[src/rtl/mem_port_arbiter.sv]
// Two-requester round-robin arbiter for a single memory data port.
// Optional lock lets the current owner keep the port for a bounded burst of accesses.
module mem_port_arbiter #(
    parameter int unsigned n        = 8,
    parameter int unsigned MAX_LOCK = 4
) (
    input  logic         clk,
    input  logic         reset,
    input  logic         req0,
    input  logic         we0,
    input  logic [n-1:0] addr0,
    input  logic [n-1:0] wdata0,
    input  logic         lock0,
    output logic         gnt0,
    output logic         done0,
    input  logic         req1,
    input  logic         we1,
    input  logic [n-1:0] addr1,
    input  logic [n-1:0] wdata1,
    input  logic         lock1,
    output logic         gnt1,
    output logic         done1,
    output logic [n-1:0] rdata,
    output logic [n-1:0] mem_addr,
    output logic [n-1:0] mem_wr_data,
    output logic         mem_wr_en,
    input  logic [n-1:0] mem_rd_data,
    output logic         owner,
    output logic         busy
);

    localparam int unsigned CntW = $clog2(MAX_LOCK + 1);
    localparam logic [CntW-1:0] CntMax = CntW'(MAX_LOCK);

    localparam logic [1:0] StIdle = 2'b00;
    localparam logic [1:0] StAcc  = 2'b01;
    localparam logic [1:0] StDone = 2'b10;

    logic [1:0]      state_q, state_d;
    logic            gnt0_q, gnt0_d;
    logic            gnt1_q, gnt1_d;
    logic            done0_q, done0_d;
    logic            done1_q, done1_d;
    logic            mem_wr_en_q, mem_wr_en_d;
    logic            busy_q, busy_d;
    logic [n-1:0]    mem_addr_q, mem_addr_d;
    logic [n-1:0]    mem_wr_data_q, mem_wr_data_d;
    logic [n-1:0]    rdata_q, rdata_d;
    logic            owner_q, owner_d;
    logic [CntW-1:0] lock_cnt_q, lock_cnt_d;
    logic            lock_held_q, lock_held_d;
    logic            winner;

    // The owner keeps the port on a tie only while its lock burst has budget left.
    always_comb begin
        winner = ~owner_q;
        if (req0 && !req1) begin
            winner = 1'b0;
        end else if (req1 && !req0) begin
            winner = 1'b1;
        end else if (lock_held_q && (lock_cnt_q < CntMax)) begin
            winner = owner_q;
        end
    end

    always_comb begin
        state_d       = state_q;
        gnt0_d        = gnt0_q;
        gnt1_d        = gnt1_q;
        done0_d       = done0_q;
        done1_d       = done1_q;
        mem_wr_en_d   = mem_wr_en_q;
        busy_d        = busy_q;
        mem_addr_d    = mem_addr_q;
        mem_wr_data_d = mem_wr_data_q;
        rdata_d       = rdata_q;
        owner_d       = owner_q;
        lock_cnt_d    = lock_cnt_q;
        lock_held_d   = lock_held_q;

        case (state_q)
            StIdle: begin
                if (req0 || req1) begin
                    gnt0_d        = ~winner;
                    gnt1_d        = winner;
                    busy_d        = 1'b1;
                    owner_d       = winner;
                    mem_addr_d    = winner ? addr1 : addr0;
                    mem_wr_data_d = winner ? wdata1 : wdata0;
                    mem_wr_en_d   = winner ? we1 : we0;
                    if (winner == owner_q) begin
                        if (lock_held_q && (lock_cnt_q < CntMax)) begin
                            lock_cnt_d = lock_cnt_q + CntW'(1);
                        end
                    end else begin
                        lock_cnt_d = '0;
                    end
                    state_d = StAcc;
                end
            end
            StAcc: begin
                if (!mem_wr_en_q) begin
                    rdata_d = mem_rd_data;
                end
                mem_wr_en_d = 1'b0;
                gnt0_d      = 1'b0;
                gnt1_d      = 1'b0;
                done0_d     = ~owner_q;
                done1_d     = owner_q;
                state_d     = StDone;
            end
            StDone: begin
                if (owner_q ? lock1 : lock0) begin
                    lock_held_d = 1'b1;
                end else begin
                    lock_held_d = 1'b0;
                    lock_cnt_d  = '0;
                end
                done0_d = 1'b0;
                done1_d = 1'b0;
                busy_d  = 1'b0;
                state_d = StIdle;
            end
            default: begin
                gnt0_d      = 1'b0;
                gnt1_d      = 1'b0;
                done0_d     = 1'b0;
                done1_d     = 1'b0;
                mem_wr_en_d = 1'b0;
                busy_d      = 1'b0;
                state_d     = StIdle;
            end
        endcase
    end

    always_ff @(posedge clk) begin
        if (!reset) begin
            state_q       <= StIdle;
            gnt0_q        <= 1'b0;
            gnt1_q        <= 1'b0;
            done0_q       <= 1'b0;
            done1_q       <= 1'b0;
            mem_wr_en_q   <= 1'b0;
            busy_q        <= 1'b0;
            mem_addr_q    <= '0;
            mem_wr_data_q <= '0;
            rdata_q       <= '0;
            owner_q       <= 1'b1;
            lock_cnt_q    <= '0;
            lock_held_q   <= 1'b0;
        end else begin
            state_q       <= state_d;
            gnt0_q        <= gnt0_d;
            gnt1_q        <= gnt1_d;
            done0_q       <= done0_d;
            done1_q       <= done1_d;
            mem_wr_en_q   <= mem_wr_en_d;
            busy_q        <= busy_d;
            mem_addr_q    <= mem_addr_d;
            mem_wr_data_q <= mem_wr_data_d;
            rdata_q       <= rdata_d;
            owner_q       <= owner_d;
            lock_cnt_q    <= lock_cnt_d;
            lock_held_q   <= lock_held_d;
        end
    end

    assign gnt0        = gnt0_q;
    assign gnt1        = gnt1_q;
    assign done0       = done0_q;
    assign done1       = done1_q;
    assign mem_wr_en   = mem_wr_en_q;
    assign busy        = busy_q;
    assign mem_addr    = mem_addr_q;
    assign mem_wr_data = mem_wr_data_q;
    assign rdata       = rdata_q;
    assign owner       = owner_q;

endmodule

[config.mk]
export PLATFORM = sky130hd
export DESIGN_NAME = mem_port_arbiter
export DESIGN_NICKNAME = d
export VERILOG_FILES = /design/src/rtl/mem_port_arbiter.sv
export SDC_FILE = /design/constraint.sdc
export NUM_CORES = 1
export LEC_CHECK = 0
export BUFFER_PORTS_ARGS = -buffer_cell sky130_fd_sc_hd__buf_2
export CORE_MARGIN = 2
export CORE_UTILIZATION = 30
export DETAILED_ROUTE_END_ITERATION = 7
export GPL_TIMING_DRIVEN = 1
export PLACE_DENSITY = 0.53
export REMOVE_ABC_BUFFERS = 1
export SYNTH_ARGS = -nofsm -noshare
export SYNTH_HDL_FRONTEND = slang
export SYNTH_SLANG_ARGS = --single-unit
[constraint.sdc]
create_clock -name clk -period 2 [get_ports clk]
set_input_delay 0.3 -clock clk [delete_from_list [all_inputs] [get_ports clk]]
set_output_delay 0.3 -clock clk [all_outputs]
set_load 0.005 [all_outputs]
==> results by group <==
Placement
  • DP HPWL: approximately 3700 um
  • Routability cong.: ~0.78
  • Placed cell area: 0.00251 mm2
  • PortBufs: 78

Floorplan
  • Total die area: around 0.0075 mm2
  • Core area: 0.00672 mm2
  • Row cnt: 30
  • Die Ht: a little under 90 um
  • # IOs: around 80
  • Starting density of the core: 0.306
  • Die X: around 87 um

CTS
  • Maximum root-to-sink buffer count: 2
  • CTS buffer count: 5
  • Clock sink total: 37
  • Clk pin slew, worst setup/hold paths: 80 ps
  • Post-cts hold buffer count: 0
  • Root Buffer: clkbuf_8
  • CTS tree: built
  • Clk_lat worst skew: between 200 and 300 ps
  • H-tree levels: 2

Synth
  • Async set or reset register ratio after synthesis: 0
  • EDFF count, synth: 0
  • Post-Syn Area per Cell: roughly 11 um2
  • Cell accounting for the most synthesized area: dfxtp_1
  • Yosys reg bits: 37
  • Synth cell count leaders: dfxtp_1 (37), inv_1 (26), a21oi_1 (19)
  • Synth top area share: 0.360
  • Synth area leaders: dfxtp_1 (36%), a2111oi_4 (13%), a2111oi_2 (8.0%), a2111oi_0 (5.1%), inv_1 (4.7%)
  • Most frequent cell after synthesis: dfxtp_1
  • Mapped Cells: 195
  • Sequential fraction of the synthesis area: 0.360
  • Mapped cell area: just over 0.002 mm2
  • Main synth FF type: dfxtp_1
  • Cell variety after synth: 37
  • YS warnings: 0

STA
  • Max Slew Vio Count: 0
  • Setup Skew: roughly 7.2 ps
  • Slew margin rel.: 0.678
  • Setup Viol. Count Final: 0
  • Tcrit/Tclk final: 0.831
  • Unrepaired setup endpoints after global routing: no
  • Slew @ Worst Pin: approximately 480 ps
  • Fin crit period: 1660 ps
  • Endpoints failing hold: 0
  • Fmax: 601 MHz

Setup path
  • Critical path required time: approximately 2200 ps
  • Arr. time, crit path: roughly 1800 ps
  • Worst Path Max Fanout: 17
  • Setup slack, reg-to-reg: between 300 and 400 ps
  • CP Launch Type: register
  • CP Class: reg2reg
  • Crit. End Element: register

Run
  • Max-Cap Viols: 0

Global route
  • Largest net degree at the start of global routing: 22
  • GRT Residual Overflow: 0
  • Number of global-route vias before repair: approximately 1,600
  • Initial antenna violation count: 0
  • First-pass GRT wire length: approximately 8300 um
  • GR Util All Layers: 0.141

Layout
  • Final Cell Area: approximately 0.0026 mm2
  • Area Growth Syn to Fin: 27.9%
  • N_diodes: 0
  • Final nets: roughly 320
  • Fill cells: 678
  • Share of cells above drive strength 1: 0.465

Power
  • Worst IR Drop VDD: between 300 and 400 uV
  • Leak Pwr: between 0.001 and 0.0015 uW
  • Cell Pwr Density: roughly 760 mW/mm2
  • Total Power: 1990 uW

Drt
  • DR WL/cell: around 14 um
  • Drt drc: 0
  • Drt via density: just under 5
  • Drt pass-1 iters: 4
  • Initial DRC count: 70
  • Via count: ~1,700
  • DRT antenna net count: 0
  • DRT Wirelength: 5140 um

Hold path
  • Worst Hold Class: in2reg

Outcome
  • Outcome: completed
[registers in the layout (all words and copies together), names as in the netlist, 2 cells and up]
register,flops
mem_addr,8
mem_wr_data,8
state_q,2
lock_cnt_q,3
rdata,8
[layer usage]
layer	wire length [um]	vias to the layer above	track usage
li1	-	878	-
met1	2460	802	0.198
met2	2370	41	0.206
met3	231	7	0.0381
met4	80	0	0.0483
met5	0	-	0
[report_power, final]
part           internal (uW)  total (uW)  switching (uW)
clock network            406         688             282
registers                804         846            41.7
logic                    217         458             241
[critical path, stage by stage, from the launching register on]
cell and delay (ps):
dfxtp_1 400, or3b_1 390, buf_4 240, a2111oi_0 380, a2111oi_0 120
[worst paths after layout]
kind,startpoint,end,cells after the start
setup / recovery,state_q[0]$_SDFFE_PN0N_,mem_addr[6]$_SDFFE_PN0P_,4
hold / removal,mem_rd_data[0],rdata[0]$_SDFFE_PN0P_,3
setup reg to reg,state_q[0]$_SDFFE_PN0N_,mem_addr[6]$_SDFFE_PN0P_,4
hold reg to reg,lock_cnt_q[1]$_SDFFE_PN0P_,lock_cnt_q[1]$_SDFFE_PN0P_,2
[metrics by stage]
| step | cells | TNS, ps | setup WS, ps | utilization | hold WS [ps] |
|---|---|---|---|---|---|
| after CTS | 355 | 0 | 217 | 0.391 | 237 |
| after detailed placement | 347 | 0 | 207 | 0.374 | 478 |
| after global routing | 355 | 0 | 97.4 | 0.392 | 238 |
| after global placement | 347 | 0 | 316 | 0.374 | 471 |
| final | 355 | 0 | 337 | 0.392 | 242 |
| after floorplan | 176 | -10510 | -593 | - | 376 |
[repair_timing]
action                                  in CTS  in global routing
buffers inserted                             0                  0
endpoints found under the setup margin       0                  1
gates resized for setup                      0                  1
[layout by cell type, fill, tap and decap left out, types with 2 or more instances in the layout]
cell type   n
a2111oi_2  11
nand2b_1    2
o32ai_1     2
a21oi_1    19
or2_2       2
nor2b_1     4
mux2_2      2
a2111oi_0  12
clkbuf_8    6
mux2i_1     9
o21ai_0     4
dfxtp_1    36
a2111oi_4  10
inv_1      26
nor2_1     16
a211oi_1    2
buf_4      12
buf_2      78
[cells by family after synthesis]
family          after synthesis  synth area share
fa+ha+maj                     1           0.00608
compound gates               68             0.370
mux                          11            0.0547
buf+inv                      45             0.123
simple gates                 33            0.0864
flops                        37             0.360
[final cells by class]
| type | instances | area (um2) | share of cell area |
|---|---|---|---|
| Clock inverter | 2 | 37.5 | 0.0143 |
| Timing Repair Buffer | 91 | 500 | 0.190 |
| Clock buffer | 6 | 82.6 | 0.0314 |
| Multi-Input combinational cell | 113 | 1070 | 0.407 |
| Inverter | 26 | 97.6 | 0.0371 |
| Tap cell | 80 | 100 | 0.0380 |
| Sequential cell | 37 | 742 | 0.282 |
No activity file was read; power rests on OpenSTA's default activity.
